===== config.mk =====
export PLATFORM = sky130hd
export DESIGN_NAME = spi_regfile
export DESIGN_NICKNAME = d
export VERILOG_FILES = /design/src/rtl/spi_regfile_pkg.sv /design/src/rtl/spi_sync_edge.sv /design/src/rtl/spi_regfile.sv
export SDC_FILE = /design/constraint.sdc
export NUM_CORES = 1
export LEC_CHECK = 0
export ABC_AREA = 1
export CAP_MARGIN = 15
export CORE_MARGIN = 4
export CORE_UTILIZATION = 48
export DETAILED_ROUTE_END_ITERATION = 16
export PLACE_DENSITY = 0.75
export RECOVER_POWER = 50
export SETUP_SLACK_MARGIN = 0.1
export SLEW_MARGIN = 30
export SYNTH_ARGS = -nofsm -noshare
export SYNTH_HDL_FRONTEND = slang
export SYNTH_SLANG_ARGS = --single-unit

===== constraint.sdc =====
create_clock -name clk -period 1.4 [get_ports clk]
set_input_delay 0.35 -clock clk [delete_from_list [all_inputs] [get_ports clk]]
set_output_delay 0.35 -clock clk [all_outputs]
set_load 0.005 [all_outputs]

===== src/rtl/spi_regfile_pkg.sv =====
// Shared definitions for the SPI register file: FSM state encoding,
// rw-bit meaning and the frame length derivation.
// No ports; imported by spi_regfile.
package spi_regfile_pkg;

  typedef enum logic [1:0] {
    IDLE  = 2'd0,
    SHIFT = 2'd1,
    CHECK = 2'd2
  } state_t;

  localparam logic RW_WRITE = 1'b1;
  localparam logic RW_READ  = 1'b0;

  // One rw bit, then the address, then the data, MSB first.
  function automatic int frame_w(input int addr_w, input int data_w);
    return 1 + addr_w + data_w;
  endfunction

endpackage


===== src/rtl/spi_sync_edge.sv =====
// N-stage synchroniser for one asynchronous pin, with edge pulses.
// Ports: clk/rst_n; din (async pin); level (synced value);
//        rise/fall (one-clk pulses on synced level transitions).
module spi_sync_edge #(
  parameter int   STAGES    = 2,
  parameter logic RESET_VAL = 1'b0
) (
  input  logic clk,
  input  logic rst_n,
  input  logic din,
  output logic level,
  output logic rise,
  output logic fall
);

  logic [STAGES-1:0] chain;
  logic              prev;
  // Edge pulses are held off until both the chain and the delayed copy
  // carry real pin samples, so a pin that already sits away from its
  // reset value at reset release is not mistaken for an edge.
  logic [STAGES:0]   warm;

  always_ff @(posedge clk or negedge rst_n) begin
    if (!rst_n) begin
      chain <= {STAGES{RESET_VAL}};
      prev  <= RESET_VAL;
      warm  <= '0;
    end else begin
      chain <= {chain[STAGES-2:0], din};
      prev  <= chain[STAGES-1];
      warm  <= {warm[STAGES-1:0], 1'b1};
    end
  end

  assign level = chain[STAGES-1];
  assign rise  = warm[STAGES] &  level & ~prev;
  assign fall  = warm[STAGES] & ~level &  prev;

endmodule


===== src/rtl/spi_regfile.sv =====
// SPI mode-0 write (and optional read) port onto a bank of control registers.
// Ports: clk/rst_n; cs_n, sclk, copi (async SPI pins); cipo (read data);
//        regs_o (flattened bank), wr_strobe/wr_addr (commit), frame_err (reject).
// Optional macro SPI_READBACK_EN adds the read-frame tx path on cipo.
module spi_regfile
  import spi_regfile_pkg::*;
#(
  parameter int NUM_REGS    = 5,
  parameter int DATA_W      = 8,
  parameter int ADDR_W      = 7,
  parameter int SYNC_STAGES = 2
) (
  input  logic                       clk,
  input  logic                       rst_n,
  input  logic                       cs_n,
  input  logic                       sclk,
  input  logic                       copi,
  output logic                       cipo,
  output logic [NUM_REGS*DATA_W-1:0] regs_o,
  output logic                       wr_strobe,
  output logic [ADDR_W-1:0]          wr_addr,
  output logic                       frame_err
);

  localparam int FW    = frame_w(ADDR_W, DATA_W);
  localparam int CNT_W = $clog2(FW + 2);

  logic cs_lvl, cs_rise, cs_fall;
  logic sclk_lvl, sclk_rise, sclk_fall;
  logic copi_lvl, copi_rise, copi_fall;

  spi_sync_edge #(.STAGES(SYNC_STAGES), .RESET_VAL(1'b1)) u_cs (
    .clk(clk), .rst_n(rst_n), .din(cs_n),
    .level(cs_lvl), .rise(cs_rise), .fall(cs_fall)
  );
  spi_sync_edge #(.STAGES(SYNC_STAGES), .RESET_VAL(1'b0)) u_sclk (
    .clk(clk), .rst_n(rst_n), .din(sclk),
    .level(sclk_lvl), .rise(sclk_rise), .fall(sclk_fall)
  );
  spi_sync_edge #(.STAGES(SYNC_STAGES), .RESET_VAL(1'b0)) u_copi (
    .clk(clk), .rst_n(rst_n), .din(copi),
    .level(copi_lvl), .rise(copi_rise), .fall(copi_fall)
  );

  state_t             state;
  logic [CNT_W-1:0]   cnt;
  logic [FW-1:0]      shreg;
  logic [DATA_W-1:0]  regs [NUM_REGS];

  logic               frame_rw;
  logic [ADDR_W-1:0]  frame_addr;
  logic [DATA_W-1:0]  frame_data;
  logic               addr_ok;
  logic [FW-1:0]      next_sh;

  assign frame_rw   = shreg[FW-1];
  assign frame_addr = shreg[FW-2 -: ADDR_W];
  assign frame_data = shreg[DATA_W-1:0];
  assign addr_ok    = ({1'b0, frame_addr} < (ADDR_W+1)'(NUM_REGS));
  assign next_sh    = {shreg[FW-2:0], copi_lvl};

  always_ff @(posedge clk or negedge rst_n) begin
    if (!rst_n) begin
      state     <= IDLE;
      cnt       <= '0;
      shreg     <= '0;
      wr_strobe <= 1'b0;
      wr_addr   <= '0;
      frame_err <= 1'b0;
      for (int k = 0; k < NUM_REGS; k++) regs[k] <= '0;
    end else begin
      wr_strobe <= 1'b0;
      frame_err <= 1'b0;
      case (state)
        IDLE: begin
          cnt   <= '0;
          shreg <= '0;
          if (cs_fall) state <= SHIFT;
        end
        SHIFT: begin
          // cs_n rising wins over an sclk edge seen in the same cycle.
          if (cs_rise) begin
            state <= CHECK;
          end else if (sclk_rise) begin
            shreg <= next_sh;
            if (cnt != CNT_W'(FW + 1)) cnt <= cnt + CNT_W'(1);
          end
        end
        CHECK: begin
          state <= IDLE;
          if (cnt == CNT_W'(FW) && frame_rw == RW_WRITE && addr_ok) begin
            for (int k = 0; k < NUM_REGS; k++)
              if (frame_addr == ADDR_W'(k)) regs[k] <= frame_data;
            wr_strobe <= 1'b1;
            wr_addr   <= frame_addr;
          end else if (!(cnt == CNT_W'(FW) && frame_rw == RW_READ)) begin
            frame_err <= 1'b1;
          end
        end
        default: state <= IDLE;
      endcase
    end
  end

  for (genvar g = 0; g < NUM_REGS; g++) begin : g_flat
    assign regs_o[g*DATA_W +: DATA_W] = regs[g];
  end

`ifdef SPI_READBACK_EN
  logic [DATA_W-1:0] tx;
  logic              tx_hold;
  logic [DATA_W-1:0] rd_data;
  logic [ADDR_W-1:0] rx_addr;
  logic              rx_rw;

  // Address bits as they stand once the sclk edge being handled lands.
  assign rx_addr = next_sh[ADDR_W-1:0];
  assign rx_rw   = next_sh[ADDR_W];

  always_comb begin
    rd_data = '0;
    for (int k = 0; k < NUM_REGS; k++)
      if (rx_addr == ADDR_W'(k)) rd_data = regs[k];
  end

  // The falling edge right after the load belongs to the last address bit;
  // the MSB must survive it so the master samples it on the next rise.
  always_ff @(posedge clk or negedge rst_n) begin
    if (!rst_n) begin
      tx      <= '0;
      tx_hold <= 1'b0;
    end else if (state != SHIFT) begin
      tx      <= '0;
      tx_hold <= 1'b0;
    end else if (!cs_rise) begin
      if (sclk_rise && cnt == CNT_W'(ADDR_W) && rx_rw == RW_READ) begin
        tx      <= rd_data;
        tx_hold <= 1'b1;
      end else if (sclk_fall) begin
        if (tx_hold) tx_hold <= 1'b0;
        else         tx      <= {tx[DATA_W-2:0], 1'b0};
      end
    end
  end

  assign cipo = tx[DATA_W-1] & ~cs_lvl;

  logic unused_sync;
  assign unused_sync = ^{sclk_lvl, copi_rise, copi_fall};
`else
  assign cipo = 1'b0;

  logic unused_sync;
  assign unused_sync = ^{cs_lvl, sclk_lvl, sclk_fall, copi_rise, copi_fall};
`endif

endmodule


# Word-level counts from Yosys, hierarchy flattened
# Index checks and enable logic that the tools add are counted.
dict set report word_totals {
  register_bits 86
  out_inout_bits 50
}
dict set report classes {
  n_reduce_logical 15
  eq_ne 13
  n_bitwise 10
  n_lt_le_gt_ge 1
  mux 15
  addsub 1
}
# op count
set op_table {}
lappend op_table {{2-to-1 mux 16 bit} 2}
lappend op_table {{one-hot mux 16 bit (2 select lines)} 1}
lappend op_table {{AND reduction 3 bit} 6}
lappend op_table {{2-to-1 mux 5 bit} 3}
lappend op_table {{equality test 7 x 2 -> 1 bit, second input constant} 2}
lappend op_table {{!= test 2 bit, second input constant} 5}
lappend op_table {{one-hot mux 5 bit (2 select lines)} 1}
lappend op_table {{equality test 7 x 1 -> 1 bit, second input constant} 1}
lappend op_table {{equality test 7 x 3 -> 1 bit, second input constant} 1}
lappend op_table {{logical NOT 7 bit} 1}
lappend op_table {{< comparator 7 x 3 -> 1 bit, second input constant} 1}
lappend op_table {{AND 1 bit} 6}
lappend op_table {{adder 5 x 1 -> 5 bit, second input constant} 1}
lappend op_table {{equality test 5 bit, second input constant} 1}
lappend op_table {{2-to-1 mux 1 bit} 5}
lappend op_table {{!= test 5 bit, second input constant} 1}
lappend op_table {{2-to-1 mux 2 bit} 2}
lappend op_table {{inverter 1 bit} 4}
lappend op_table {{one-hot mux 2 bit (2 select lines)} 1}
lappend op_table {{AND reduction 2 bit} 2}
lappend op_table {{AND reduction 4 bit} 1}
lappend op_table {{logical AND 1 bit} 3}
lappend op_table {{equality test 2 x 1 -> 1 bit, second input constant} 1}
lappend op_table {{equality test 2 bit, second input constant} 1}
lappend op_table {{2 further kinds} 2}

# Logic depth before layout (Yosys ltp)
dict set report logic_depth {
  depth_word 5
  depth_mapped 8
}

# Hierarchy
# From an unflattened synthesis, not the netlist that was laid out.
dict set report hier_totals {
  hier_cells 366
  area_unflattened_um2 3722.3
}
# mod area_each_um2 cells_each n_inst
set by_module_without_submodules {}
lappend by_module_without_submodules {spi_regfile 3211.8 333 1}
lappend by_module_without_submodules {{spi_sync_edge at u_copi ...} 168.9 11 2}
lappend by_module_without_submodules {{spi_sync_edge at u_cs} 172.7 11 1}

# Worst setup path before layout
# OpenSTA, ideal clock, no wires.
dict set report synth_timing {
  path_type {reg2reg}
  from {reg cnt[0]}
  to {reg regs, in the netlist regs_o[6]}
  setup_time_ps 120
  slack_ps -42
  stages_incl_launch_ff 9
  t_arrival_ps 1322
  cell_sequence {dfrtp_1 -> inv_1 -> ha_1 -> nand3_1 -> nor2_4 -> nand2_2 -> buf_6 -> nand2_1 -> o21ai_2}
}
dict set report synth_via {
  elab_chain_len 4
}
# item line_no
set synth_rtl {}
lappend synth_rtl {{from (decl)} spi_regfile.sv:46} ;# logic [CNT_W-1:0] cnt;
lappend synth_rtl {{from (signal assigned)} spi_regfile.sv:86} ;# if (cnt != CNT_W'(FW + 1)) cnt <= cnt + CNT_W'(1);
lappend synth_rtl {{equality test 5 bit} spi_regfile.sv:91} ;# if (cnt == CNT_W'(FW) && frame_rw == RW_WRITE && addr_ok) begin
lappend synth_rtl {{logical AND 1 bit (2 in a row)} spi_regfile.sv:91}
lappend synth_rtl {{AND reduction 3 bit (no source line)} -}
lappend synth_rtl {{to (signal, indexed assignment)} spi_regfile.sv:93} ;# if (frame_addr == ADDR_W'(k)) regs[k] <= frame_data;
lappend synth_rtl {{to (decl)} spi_regfile.sv:48} ;# logic [DATA_W-1:0] regs [NUM_REGS];
# No other way between the ends.
# A chain may end at the register's enable or synchronous reset.

# Final worst setup path
dict set report layout_timing {
  from {reg shreg[10]}
  to {reg regs, in the netlist regs_o[0]}
}
dict set report layout_via {
  elab_chain_len 3
  word_cells_on_any_way 4
  classes_between {order compare (1); reduce/logical (3)}
}
# item line_no
set layout_rtl {}
lappend layout_rtl {{from (decl)} spi_regfile.sv:47} ;# logic [FW-1:0] shreg;
lappend layout_rtl {{from (signal assigned)} spi_regfile.sv:85} ;# shreg <= next_sh;
lappend layout_rtl {{< comparator 7 x 3 -> 1 bit} spi_regfile.sv:59} ;# assign addr_ok = ({1'b0, frame_addr} < (ADDR_W+1)'(NUM_REGS));
lappend layout_rtl {{logical AND 1 bit} spi_regfile.sv:91}
lappend layout_rtl {{AND reduction 3 bit (no source line) *} -}
# Mark *: on every way between the ends. The rest lies on a longest branch, timed or not.

==> impl_metrics.json <==
{
  "maxCapViolations": 0,
  "fin_total_pwr_w": 0.00515,
  "yosysSeqAreaShare": 0.600,
  "htree_levels": 3,
  "netSwitchingFraction": 0.274,
  "clock-skew-final_ns": 0.00668,
  "final_hold_viol_count": 0,
  "drive_above_1_share": 0.534,
  "setup_viol": 44,
  "nFillCells": 471,
  "slew_violations": 0,
  "outcome": "finished, violations left",
  "synth_area_sq_mm": 0.00347,
  "grt_pass1_wl_mm": 14.0,
  "grt_use_total": 0.212,
  "gp_congestion": 0.824,
  "period_share": 1.07,
  "cts.reportedPaths.clkPinSlew_ns": 0.08,
  "rsz0062_at_grt": "yes",
  "tns_ns": -2.73,
  "synth_seq_cells": 83,
  "fin_area_sq_mm": 0.00516,
  "fp.coreArea_sq_mm": 0.00691,
  "slew_headroom": 0.455,
  "vias": 2985,
  "dp_cells": 502,
  "grt-ovfl-total": 0,
  "worst_hold_path_type": "register to register",
  "wl_per_cell_microns": 16.5,
  "rows": 30,
  "switching_power_w": 0.00141,
  "crit_chain": "inv_2, nand2_4, nor3_1, nand2_2, buf_12, nand2_1, o21ai_2",
  "slowest_stage": "dfrtp_1",
  "grt_pass1_vias": 2872,
  "clk_path_buf_depth": 2,
  "p_seq_frac": 0.490,
  "worst_slack_ns": -0.102,
  "firstDrtPassIters": 4,
  "root_buffer": "clkbuf_8",
  "cts_tree": "done",
  "synth_fp_nets": 338,
  "die-height_microns": 93.0,
  "pwr-share-comb": 0.158,
  "period_minus_slack_ns": 1.50,
  "diodes": 0,
  "place_area_sq_mm": 0.00438,
  "dieArea_sq_mm": 0.00864,
  "cp_slowest_stage_delay_ns": 0.45,
  "crit_arrival_ns": 1.74,
  "crit_buf_inv": 2,
  "ys_warn_count": 0,
  "start_util": 0.502,
  "max_freq_mhz": 666,
  "place_hpwl_mm": 5.27,
  "area_delta_synth_final_pct": 48.9,
  "io_pins": 55,
  "fin_nets": 479,
  "die_x_microns": 93.0,
  "tightest_slew_ns": 0.818,
  "instances_no_fill": 572,
  "ys_top_cells_by_area": "dfrtp_1 (58%), nand2_1 (10%), nand4_1 (4.5%), o21ai_2 (4.0%), o22ai_1 (2.5%)",
  "total_leakage_power_nw": 2.56,
  "antenna_found_initial": 0,
  "routed_wirelength_mm": 9.45,
  "path_max_fanout": 16,
  "yosysTopAreaCell": "dfrtp_1",
  "insertion_delay_ns": 0.35,
  "synth_top_area_share": 0.578,
  "dp_worst_setup_slack_ns": -0.0578,
  "grt_max_degree": 33,
  "cts_made_buffers": 9,
  "power.density_mw_per_mm2": 999,
  "post-route-drc-count": 0,
  "port_buffers": 53,
  "cp_data_required_time_ns": 1.64,
  "avgSynthCellArea_sq_um": 10.5,
  "synth_cell_types": 26,
  "cp_top_family": "simple AND/OR/NAND/NOR gates",
  "end_kind": "register",
  "p_clk_frac": 0.352,
  "violations": "negative setup slack",
  "avgViaCountPerCell": 5.22,
  "ir_drop_v": 0.000660,
  "cp-start-kind": "register",
  "drt_iter0_drc": 223,
  "synth_cells": 330,
  "cts_sinks": 83,
  "path_class": "register to register",
  "drtAntennaViolNets": 0,
  "p_int_w": 0.00374
}
## worst register-to-register path, stage by stage (launching register included)
cell and delay (ns):
dfrtp_1 0.45, inv_2 0.17, nand2_4 0.11, nor3_1 0.26, nand2_2 0.10, buf_12 0.17, nand2_1 0.08, o21ai_2 0.05
## timing repair
action,CTS,global route
hold buffers,1,0
hold endpoints to repair,26,0
gates cloned,4,0
setup endpoints to repair,117,81
pin swaps,24,29
setup buffers,30,19
resized for setup,202,64
## metal layers
layer	global-route usage	up-vias	wire length, microns
met5	0	-	0
li1	-	1384	-
met4	0.104	0	224
met3	0.0394	23	613
met1	0.272	1452	3780
met2	0.347	126	4830
## registers in the layout, indices dropped and copies added (netlist names)
signal,cells
u_cs.chain,2
u_sclk.prev,1
regs_o,40
u_sclk.warm,2
wr_strobe,1
cnt,5
u_copi.chain,2
frame_err,1
u_cs.warm,1
wr_addr,7
state,2
u_sclk.chain,2
u_cs.prev,1
shreg,16
## kinds of logic (layout without fill, tap and decap cells)
| family | Yosys count | after routing | share of synthesized area |
|---|---|---|---|
| simple gates | 164 | 166 | 0.249 |
| flops | 83 | 83 | 0.600 |
| compound gates | 40 | 40 | 0.0801 |
| buf+inv | 35 | 179 | 0.0498 |
| fa+ha+maj | 3 | 3 | 0.0108 |
| xor+xnor | 3 | 3 | 0.00758 |
| other cells | 2 | 2 | 0.00217 |
## area by class of cell
cell class | instances | area, sq um | area share
Timing Repair Buffer | 138 | 1100 | 0.213
Multi-Input combinational cell | 214 | 1550 | 0.301
Clock buffer | 11 | 151 | 0.0293
Inverter | 25 | 93.8 | 0.0182
Tap cell | 96 | 120 | 0.0233
Sequential cell | 83 | 2080 | 0.404
Clock inverter | 5 | 61.3 | 0.0119
## cells in the mapped netlist
master	instances
nand2_1	94
conb_1	2
o22ai_1	14
inv_2	6
ha_1	3
buf_4	2
o21ai_0	9
nand2_2	6
nor2_4	3
o21ai_2	16
dfrtp_1	80
clkbuf_1	1
a21oi_1	1
xor2_1	3
nand3_4	4
dfstp_2	3
buf_6	4
nor3_1	2
nand4_1	25
nand4_2	1
nor2_1	15
nor3_4	3
inv_1	19
buf_2	3
nor2_8	2
nand3_1	9
## layout by cell type, fill, tap and decap left out, types with 3 or more instances in the layout
cell           instances
o21ai_1                5
buf_4                 63
dlygate4sd3_1          4
buf_12                 5
clkbuf_2              12
nand2_2               30
nor2_2                 3
nor2_1                11
nor2_4                 4
inv_1                 15
nand2_1               66
nor3_4                 4
nand3_4                7
dfrtp_1               78
clkinv_4               3
o21ai_0                3
buf_6                 11
o22ai_2               12
clkbuf_8              11
inv_2                 10
nand3_1                7
nand4_1               25
ha_4                   3
buf_2                 37
o21ai_2               17
nand2_4                4
## power by group through the flow
stage / Sequential, W / Clock, W / Combinational [W]
2_1_floorplan: 0.00257 / 0 / 0.000319
5_1_grt: 0.00253 / 0.00195 / 0.000892
4_1_cts: 0.00252 / 0.00183 / 0.000636
3_3_place_gp: 0.00257 / 0 / 0.000544
6_report: 0.00252 / 0.00181 / 0.000816
3_5_place_dp: 0.00257 / 0 / 0.000562
## stage by stage
step,utilization,hold slack [ns]
final,0.747,0.360
after global routing,0.747,0.363
after CTS,0.703,0.360
after detailed placement,0.635,0.317
after global placement,0.635,0.311
after floorplan,-,0.0544
## worst paths after layout
| path | slack, ns | cells after the start | to | from |
|---|---|---|---|---|
| worst min register to register | 0.36 | 0 | u_cs.warm[2] | u_sclk.warm[1] |
| max in group asynchronous | 0.06 | 3 | u_cs.prev | rst_n |
| worst min-delay path | 0.36 | 0 | u_cs.warm[2] | u_sclk.warm[1] |
| worst max register to register | -0.10 | 7 | regs_o[0] | shreg[10] |
| min in group asynchronous | 0.62 | 2 | shreg[9] | rst_n |
| worst max-delay path | -0.10 | 7 | regs_o[0] | shreg[10] |
Power figures use the tool's default switching activity.
